**src/rtl/edit_mem_buf_release_mc.sv**
```systemverilog
// Multi-channel buffer-release tracker for the edit-memory buffer pool.
// Buffers are registered with an expected read count. Reader channels and an
// internal zero-read FIFO post releases through a 4-stage read/modify/write
// pipeline. A buffer is freed to the allocator once every expected read has
// been released.
`ifndef EM_BUF_PTR_NBITS
`define EM_BUF_PTR_NBITS 6
`endif
`ifndef READ_COUNT_NBITS
`define READ_COUNT_NBITS 4
`endif

module edit_mem_buf_release_mc #(
  parameter int BPTR_NBITS  = `EM_BUF_PTR_NBITS,
  parameter int RC_NBITS    = `READ_COUNT_NBITS,
  parameter int NUM_CH      = 4,
  parameter int ZFIFO_DEPTH = 4,
  parameter int OUT_DEPTH   = 4
) (
  input  logic                         clk,
  input  logic                         rstn,
  input  logic                         read_count_valid,
  input  logic [BPTR_NBITS-1:0]        read_count_buf_ptr,
  input  logic [RC_NBITS-1:0]          read_count,
  output logic                         zfifo_full,
  input  logic [NUM_CH-1:0]            rel_req_valid,
  input  logic [NUM_CH*BPTR_NBITS-1:0] rel_req_ptr,
  output logic [NUM_CH-1:0]            rel_req_ready,
  output logic                         rel_buf_valid,
  output logic [BPTR_NBITS-1:0]        rel_buf_ptr,
  input  logic                         rel_buf_ready,
  output logic                         rel_err_valid,
  output logic [BPTR_NBITS-1:0]        rel_err_ptr
);
  localparam int DEPTH  = 1 << BPTR_NBITS;
  localparam int STAGES = 3;
  localparam int CHW    = (NUM_CH > 1) ? $clog2(NUM_CH) : 1;
  localparam int ZAW    = $clog2(ZFIFO_DEPTH);
  localparam int ZCW    = ZAW + 1;
  localparam int OAW    = $clog2(OUT_DEPTH);
  localparam int OCW    = OAW + 1;

  typedef logic [BPTR_NBITS-1:0] ptr_t;
  typedef struct packed {
    logic                alloc;
    logic [RC_NBITS-1:0] cnt;
  } ctr_t;
  localparam ctr_t CTR_NEW  = '{alloc: 1'b1, cnt: '0};
  localparam ctr_t CTR_FREE = '{alloc: 1'b0, cnt: '0};

  // limit = R-1 so the match compare is cnt==limit on the Nth release
  logic [RC_NBITS-1:0] lim_ram [DEPTH];
  ctr_t                ctr_ram [DEPTH];

  logic                reg_v;
  ptr_t                reg_ptr;
  logic [RC_NBITS-1:0] reg_rc, reg_lim;

  ptr_t           zmem [ZFIFO_DEPTH];
  logic [ZAW-1:0] z_wr, z_rd;
  logic [ZCW-1:0] z_cnt;
  logic           z_push, z_pop;

  ptr_t           omem [OUT_DEPTH];
  logic [OAW-1:0] o_wr, o_rd;
  logic [OCW-1:0] o_cnt;
  logic           o_push, o_pop;

  logic              arb_en, credit_ok, gnt_any, z_gnt;
  logic [CHW-1:0]    rr_ptr, rr_nxt;
  logic [NUM_CH-1:0] ch_gnt;
  ptr_t              gnt_ptr;
  int                gnt_idx;

  logic [STAGES:1]     vld_pipe;
  ptr_t                s1_ptr, s2_ptr, s3_ptr;
  ctr_t                s2_ctr, s3_ctr, s1_ctr_fwd, s2_ctr_fwd, s3_wdata;
  logic [RC_NBITS-1:0] s2_lim, s3_lim, s1_lim_fwd, s2_lim_fwd;
  logic                s3_we, s3_free, s3_err;

  // Input registration stage for buffer registrations
  always_ff @(posedge clk or negedge rstn) begin
    if (!rstn) begin
      reg_v   <= 1'b0;
      reg_ptr <= '0;
      reg_rc  <= '0;
    end else begin
      reg_v   <= read_count_valid;
      reg_ptr <= read_count_buf_ptr;
      reg_rc  <= read_count;
    end
  end

  assign reg_lim = (reg_rc == '0) ? '0 : reg_rc - 1'b1;
  assign z_push  = reg_v && (reg_rc == '0);
  assign z_pop   = z_gnt;
  // Counts the registration still in the input register so the source stops in time
  assign zfifo_full = (int'(z_cnt) + int'(z_push)) >= ZFIFO_DEPTH;

  // Tracker RAM writes; a registration to the S3 pointer has already masked s3_we
  always_ff @(posedge clk) begin
    if (s3_we) ctr_ram[s3_ptr] <= s3_wdata;
    if (reg_v) begin
      ctr_ram[reg_ptr] <= CTR_NEW;
      lim_ram[reg_ptr] <= reg_lim;
    end
  end

  // Zero-read self-release FIFO storage
  always_ff @(posedge clk) begin
    if (z_push) zmem[z_wr] <= reg_ptr;
  end

  // Zero-read FIFO pointers
  always_ff @(posedge clk or negedge rstn) begin
    if (!rstn) begin
      z_wr  <= '0;
      z_rd  <= '0;
      z_cnt <= '0;
    end else begin
      z_wr  <= z_wr + ZAW'(z_push);
      z_rd  <= z_rd + ZAW'(z_pop);
      z_cnt <= z_cnt + ZCW'(z_push) - ZCW'(z_pop);
    end
  end

  // Credit: every in-flight event may end in an out-FIFO push
  assign credit_ok = arb_en && (($countones(vld_pipe) + int'(o_cnt)) < OUT_DEPTH);

  // Arbitration: zero-read FIFO first, then round-robin over the channels
  always_comb begin
    int idx;
    logic found;
    idx     = 0;
    found   = 1'b0;
    z_gnt   = 1'b0;
    ch_gnt  = '0;
    gnt_idx = 0;
    gnt_ptr = '0;
    if (credit_ok) begin
      if (z_cnt != '0) begin
        z_gnt   = 1'b1;
        gnt_ptr = zmem[z_rd];
      end else begin
        for (int off = 0; off < NUM_CH; off++) begin
          idx = int'(rr_ptr) + off;
          if (idx >= NUM_CH) idx = idx - NUM_CH;
          if (!found && rel_req_valid[idx]) begin
            found       = 1'b1;
            ch_gnt[idx] = 1'b1;
            gnt_idx     = idx;
            gnt_ptr     = rel_req_ptr[idx*BPTR_NBITS +: BPTR_NBITS];
          end
        end
      end
    end
    gnt_any = z_gnt || (ch_gnt != '0);
    rr_nxt  = (gnt_idx == NUM_CH - 1) ? '0 : CHW'(gnt_idx + 1);
  end

  assign rel_req_ready = ch_gnt;

  // Arbiter enable (keeps ready low through reset) and round-robin pointer
  always_ff @(posedge clk or negedge rstn) begin
    if (!rstn) begin
      arb_en <= 1'b0;
      rr_ptr <= '0;
    end else begin
      arb_en <= 1'b1;
      if (ch_gnt != '0) rr_ptr <= rr_nxt;
    end
  end

  // Read-data forwarding from writes landing on the same edge as each capture
  always_comb begin
    s1_ctr_fwd = ctr_ram[s1_ptr];
    s1_lim_fwd = lim_ram[s1_ptr];
    if (s3_we && s3_ptr == s1_ptr) s1_ctr_fwd = s3_wdata;
    if (reg_v && reg_ptr == s1_ptr) begin
      s1_ctr_fwd = CTR_NEW;
      s1_lim_fwd = reg_lim;
    end
    s2_ctr_fwd = s2_ctr;
    s2_lim_fwd = s2_lim;
    if (s3_we && s3_ptr == s2_ptr) s2_ctr_fwd = s3_wdata;
    if (reg_v && reg_ptr == s2_ptr) begin
      s2_ctr_fwd = CTR_NEW;
      s2_lim_fwd = reg_lim;
    end
  end

  // S3 compare: error on unallocated, free at match, else bump the counter
  always_comb begin
    s3_err   = vld_pipe[3] && !s3_ctr.alloc;
    s3_we    = vld_pipe[3] && s3_ctr.alloc && !(reg_v && reg_ptr == s3_ptr);
    s3_free  = s3_we && (s3_ctr.cnt == s3_lim);
    s3_wdata = s3_free ? CTR_FREE : '{alloc: 1'b1, cnt: s3_ctr.cnt + 1'b1};
  end

  // Release pipeline S0 -> S1 -> S2 -> S3
  always_ff @(posedge clk or negedge rstn) begin
    if (!rstn) begin
      vld_pipe <= '0;
      s1_ptr   <= '0;
      s2_ptr   <= '0;
      s3_ptr   <= '0;
      s2_ctr   <= '0;
      s3_ctr   <= '0;
      s2_lim   <= '0;
      s3_lim   <= '0;
    end else begin
      vld_pipe <= {vld_pipe[STAGES-1:1], gnt_any};
      s1_ptr   <= gnt_ptr;
      s2_ptr   <= s1_ptr;
      s2_ctr   <= s1_ctr_fwd;
      s2_lim   <= s1_lim_fwd;
      s3_ptr   <= s2_ptr;
      s3_ctr   <= s2_ctr_fwd;
      s3_lim   <= s2_lim_fwd;
    end
  end

  // Error pulse for releases of unallocated buffers
  always_ff @(posedge clk or negedge rstn) begin
    if (!rstn) begin
      rel_err_valid <= 1'b0;
      rel_err_ptr   <= '0;
    end else begin
      rel_err_valid <= s3_err;
      rel_err_ptr   <= s3_err ? s3_ptr : '0;
    end
  end

  assign o_push = s3_free;
  assign o_pop  = rel_buf_valid && rel_buf_ready;

  // Output FIFO storage (first-word-fall-through)
  always_ff @(posedge clk) begin
    if (o_push) omem[o_wr] <= s3_ptr;
  end

  // Output FIFO pointers
  always_ff @(posedge clk or negedge rstn) begin
    if (!rstn) begin
      o_wr  <= '0;
      o_rd  <= '0;
      o_cnt <= '0;
    end else begin
      o_wr  <= o_wr + OAW'(o_push);
      o_rd  <= o_rd + OAW'(o_pop);
      o_cnt <= o_cnt + OCW'(o_push) - OCW'(o_pop);
    end
  end

  assign rel_buf_valid = (o_cnt != '0);
  assign rel_buf_ptr   = rel_buf_valid ? omem[o_rd] : '0;

`ifndef SYNTHESIS
  // A zero-read registration must not be offered while the FIFO is full
  a_zfifo_no_ovf: assert property (@(posedge clk) disable iff (!rstn)
    !(read_count_valid && read_count == '0 && zfifo_full));
`endif

endmodule

```
**config.mk**
```make
export PLATFORM = sky130hd
export DESIGN_NAME = edit_mem_buf_release_mc
export DESIGN_NICKNAME = d
export VERILOG_FILES = /design/src/rtl/edit_mem_buf_release_mc.sv
export SDC_FILE = /design/constraint.sdc
export NUM_CORES = 1
export LEC_CHECK = 0
export BUFFER_PORTS_ARGS = -buffer_cell sky130_fd_sc_hd__buf_2
export CAP_MARGIN = 10
export CORE_MARGIN = 8
export CORE_UTILIZATION = 63
export DETAILED_ROUTE_END_ITERATION = 10
export PLACE_DENSITY = 0.88
export SLEW_MARGIN = 30
export SYNTH_ARGS = -nofsm -noshare
export SYNTH_HDL_FRONTEND = slang
export SYNTH_SLANG_ARGS = --single-unit
```
**constraint.sdc**
```tcl
create_clock -name clk -period 5.4 [get_ports clk]
set_input_delay 1.08 -clock clk [delete_from_list [all_inputs] [get_ports clk]]
set_output_delay 1.08 -clock clk [all_outputs]
set_load 0.02 [all_outputs]
```
* Word-level counts from Yosys, hierarchy flattened
Memories as Yosys holds them, arrays and structs flattened. A register that Yosys moved wholly into a read port is not among the register bits.
Index checks and enable logic that the tools add are counted.
** Word-level totals
- Register bits :: 65
- Latch bits :: 0
- Memory bits (writable) :: 624
- Memory bits (read-only) :: 0
- Memories kept :: 4
** Operators by class
- $add $sub $neg :: 22
- Multiply operators :: 4
- Divide/modulo/power cells :: 0
- Order comparisons :: 14
- Equality and inequality tests :: 5
- Shift-type cells :: 4
- Multiplexer cells :: 83
- Bitwise operators :: 3
- Reduce and logical (&&, ||, !) cells :: 29
** Memories
- ctr_ram :: words 64, width 5, rd ports 1, clocked after Yosys merged registers in 1, wr ports 2, line 53 : ctr_t ctr_ram [DEPTH];
- lim_ram :: words 64, width 4, rd ports 1, clocked after Yosys merged registers in 1, wr ports 1, line 52 : logic [RC_NBITS-1:0] lim_ram [DEPTH];
- omem :: words 4, width 6, rd ports 1, clocked after Yosys merged registers in 0, wr ports 1, line 64 : ptr_t omem [OUT_DEPTH];
- zmem :: words 4, width 6, rd ports 1, clocked after Yosys merged registers in 0, wr ports 1, line 59 : ptr_t zmem [ZFIFO_DEPTH];
** Operators by type and width (count)
- $mux W32 :: 18
- $ge A32 B1 Y1 const B :: 4
- $lt A32 B4 Y1 const B :: 4
- $mul A32 B3 Y31 const B :: 4
- $shiftx A24 B32 Y6 :: 4
- $mux W4 :: 14
- $mux W6 :: 8
- $eq A32 B3 Y1 const B :: 1
- $mux W1 :: 31
- $eq A6 B6 Y1 :: 3
- $logic_and A1 B1 Y1 :: 17
- $mux W5 :: 3
- $or A4 B4 Y4 :: 3
- $sub A3 B3 Y4 const B :: 3
- $ge A3 B3 Y1 const B :: 3
- $add A2 B1 Y2 :: 4
- $bmux W1 S2 :: 4
- $demux W1 S2 :: 4
- $logic_not A1 Y1 :: 7
- $add A2 B2 Y3 const B :: 2
- $add A3 B1 Y3 :: 2
- $reduce_bool A3 Y1 :: 2
- $sub A3 B1 Y3 :: 2
- $add A3 B1 Y4 :: 1
- 16 further kinds :: 16

* Depth between registers and ports, before layout
- Depth after elaboration :: 29
- Depth in mapped cells :: 18
- Mapped depth without buffers :: 12

* Worst setup path after synthesis
OpenSTA, ideal clock, no wires.
- Kind :: register -> output
- Start :: register rr_ptr[0]
- End :: output rel_req_ready[0]
- Data arrival time :: 3128 ps
- Setup slack :: 1192 ps
- Stages on the path, launching flop included :: 13
- Path buffers :: 6
- Cells stage by stage :: dfrtp_1 > buf_2 > buf_4 > inv_2 > clkbuf_1 > ha_1 > buf_2 > buf_2 > nand3_1 > a211oi_1 > clkbuf_1 > nand2_1 > a21oi_1
** Between the ends
- Longest elaborated chain between the ends :: 25
- Elaborated cells on any way between the ends :: 85
** RTL lines
- from (decl) :: line 70 : logic [CHW-1:0] rr_ptr, rr_nxt;
- from (signal assigned) :: line 170 : if (ch_gnt != '0) rr_ptr <= rr_nxt;
- branches (longest 22 deep; another with $ge A32 B1 Y1)
- $mux W4 * :: line 148 : if (!found && rel_req_valid[idx]) begin
- $mux W4 * :: line 141 : if (z_cnt != '0) begin
- $mux W4 * :: line 140 : if (credit_ok) begin
- to (decl) :: line 28 : output logic [NUM_CH-1:0] rel_req_ready,
Every way passes the cells marked *. The select of a mux whose other input is x is not followed.

* Final worst setup path
- Start :: register rr_ptr[0]
- End :: output rel_req_ready[2]
Same word-level chain as after synthesis.

==> reports/summary.txt <==
Most common cell in the netlist -> dfxtp_1
R2R Setup Slk -> 1290 ps
Layout cells sized above 1 -> 18.2%
Fin Hold WS -> 397 ps
First-pass GRT wire length -> 140,000 um
Core box area -> 50,100 sq um
FP Rows -> 82
Clock Pin Slew Worst Setup and Hold Paths -> 60 ps
Total I/O pin count -> 61
Initial antenna violation count -> 2
FMAX -> 0.208 GHz
Reg2reg end -> ctr_ram[41][1]$_SDFFE_PP0P_
Unrepaired setup endpoints after global routing -> no
Worst setup EP type -> output pin
CP Max Fanout -> 32
Worst-skew pair later-pin latency -> 600 ps
Finished Layout Cells -> 3,331
Period utilisation layout -> 89.0%
Share of the yosys chip area belonging to registers -> 54.5%
ANT nets after route -> 0
Finished Core Util -> 70.0%
Number of synthesized flops with an enable pin -> 304
Diodes inserted -> 0
Max Cap Viol -> 0
Worst-case clock buffer depth -> 3
Slew headroom -> 28.8%
Hold path depth -> 0
Main flop type after synthesis -> dfxtp_1
Synthesized area -> 31,900 sq um
HP Class -> reg -> reg
Pwr Density -> 480 nW/um^2
Ys Warns -> 0
Final min period -> 4810 ps
Sink Count -> 698
Number of global-route vias before repair -> 23,900
Startpoint types -> register
Clk_skew -> 35.4 ps
Layout Nets -> 2,675
Lkg Pwr -> 12.5 nW
Register bit total from synthesis -> 698
GPL Wtd Cong -> 0.956
Endpoints failing hold -> 0
Total track usage -> 31.2%
Dpl cells -> 3,207
Vias -> 23,600
GRT Residual Overflow -> 0
Worst Path Required -> 4320 ps
Drt first pass iters -> 8
Final WL -> 91,000 um
DR vias/cell -> 7.07
Hold buffer count at CTS -> 0
Routed WL per cell -> 27.3 um
Reg2reg path depth -> 10
Setup TNS -> 0 ps
DPL Wire Length -> 55,900 um
Critical path arrival -> 3730 ps
Ys async rst share -> 10.6%
H-tree depth -> 3
Clock buffer count from CTS -> 67
Drt first-iter violations -> 3,639
HP Start -> vld_pipe[2]$_DFF_PN0_
Port Buffers -> 60
DRC viols -> 0
Cell taking the most area after synthesis -> edfxtp_1
Final Setup Violations -> 0
Cell variety after synth -> 71
Top post-synthesis cells by area -> edfxtp_1 29%, dfxtp_1 20%, mux4_2 15%
Worst Max-Slew Pin Slew -> 1060 ps
Width of the die -> 241 um
Largest net degree at the start of global routing -> 75
Top-area cell type share of the netlist area -> 28.6%
Top post-synthesis cells by count -> 320 x dfxtp_1, 311 x nor2_1, 304 x edfxtp_1
Syn Inst Count -> 2,605
Worst r2r src -> s3_ptr[1]$_DFF_PN0_
WS Path Type -> reg -> out
Die area -> 58,100 sq um
Synthesis-to-layout area growth -> 9.89%
Initial core utilization -> 63.7%
TritonCTS clock tree -> done
Status -> finished, final reports clean
Chip height -> 241 um
Root Buffer -> clkbuf_16
Final Max Tran Viols -> 0
Syn_area_per_cell -> 12.2 sq um
Post-CTS Resized -> 0
Setup Buffers After CTS -> 0
Worst Hold End -> vld_pipe[3]$_DFF_PN0_
Peak supply drop -> 0.277 mV
==> state kept, by name, indices dropped and copies added (netlist names), 6 cells and up <==
| signal | cells |
|---|---|
| zmem | 24 |
| rel_err_ptr | 6 |
| ctr_ram | 320 |
| lim_ram | 256 |
| s3_ptr | 6 |
| omem | 24 |
| s2_ptr | 6 |
| s1_ptr | 6 |
| reg_ptr | 6 |
==> worst max-delay path, stage by stage, from the launching register on <==
cell     delay, ps
dfrtp_2        660
inv_2          270
ha_2           820
mux2i_1        650
a211o_1        270
o21ai_0        100
a21oi_1        150
buf_2          190
==> power by group <==
| part | switching [mW] | leakage [nW] | total (mW) | internal [mW] |
|---|---|---|---|---|
| sequential | 0.681 | 6.17 | 6.63 | 5.95 |
| clock | 1.98 | 1.05 | 4.66 | 2.68 |
| combinational | 3.15 | 5.33 | 5.52 | 2.37 |
==> kinds of logic (layout without fill, tap and decap cells) <==
| kind of cell | count (synthesis) | in the layout | share of synthesized area (%) |
|---|---|---|---|
| other | 2 | 3 | 0.0235 |
| AOI/OAI and AO/OA | 372 | 372 | 7.16 |
| buffers and inverters | 197 | 250 | 2.54 |
| DFF | 698 | 698 | 54.5 |
| muxes | 429 | 429 | 21.9 |
| and+or+nand+nor | 837 | 837 | 11.6 |
| adders and majority gates | 26 | 26 | 1.09 |
| xor gates and xnor gates | 44 | 44 | 1.21 |
==> per-stage QoR <==
step                area, sq um  setup WS, ps  total power, mW
CTS                       35000           638             16.6
detailed placement        32800          1270             11.9
floorplan                 31900          1190             10.4
finish                    35100           595             16.8
global route              35100           351             17.3
global placement          32800          1370             11.7
==> cells in the final DEF (no fill, tap or decap), types with 68 or more instances in the layout <==
| cell type | Yosys | layout |
|---|---|---|
| edfxtp_1 | 304 | 304 |
| dfxtp_1 | 320 | 320 |
| dfrtp_1 | 74 | 68 |
| mux2i_1 | 201 | 201 |
| nor2_1 | 311 | 303 |
| a21oi_1 | 158 | 158 |
| clkbuf_16 | 0 | 71 |
| nand2_1 | 239 | 237 |
| mux4_2 | 213 | 213 |
| nand3_1 | 153 | 153 |
==> per-layer routing <==
layer	global-route usage [%]	wire (um)	vias to the layer above
met2	50.3	42900	1919
met1	38.9	31400	11500
met3	7.77	11000	480
li1	-	-	9699
met5	0	13	-
met4	16.3	5650	2
==> area by class of cell <==
cell class	instances	area (sq um)
clock buffers	104	1980
clock inverters	17	169
fillers	3118	15000
inverters	21	78.8
multi-input cells	1711	13800
flip-flops and latches	698	17400
well taps	672	841
repair buffers	108	748
==> worst max path at each step <==
stage | from | endpoint | slack [ps] | cells after the start
floorplan | rr_ptr[0]$_DFFE_PN0P_ | rel_req_ready[0] | 1190 | 12
global placement | rr_ptr[0]$_DFFE_PN0P_ | rel_req_ready[3] | 1370 | 7
detailed placement | rr_ptr[0]$_DFFE_PN0P_ | rel_req_ready[0] | 1270 | 7
CTS | rr_ptr[0]$_DFFE_PN0P_ | rel_req_ready[0] | 640 | 7
global route | rr_ptr[0]$_DFFE_PN0P_ | rel_req_ready[1] | 350 | 7
finish | rr_ptr[0]$_DFFE_PN0P_ | rel_req_ready[2] | 590 | 7
No activity file was read; power rests on OpenSTA's default activity.
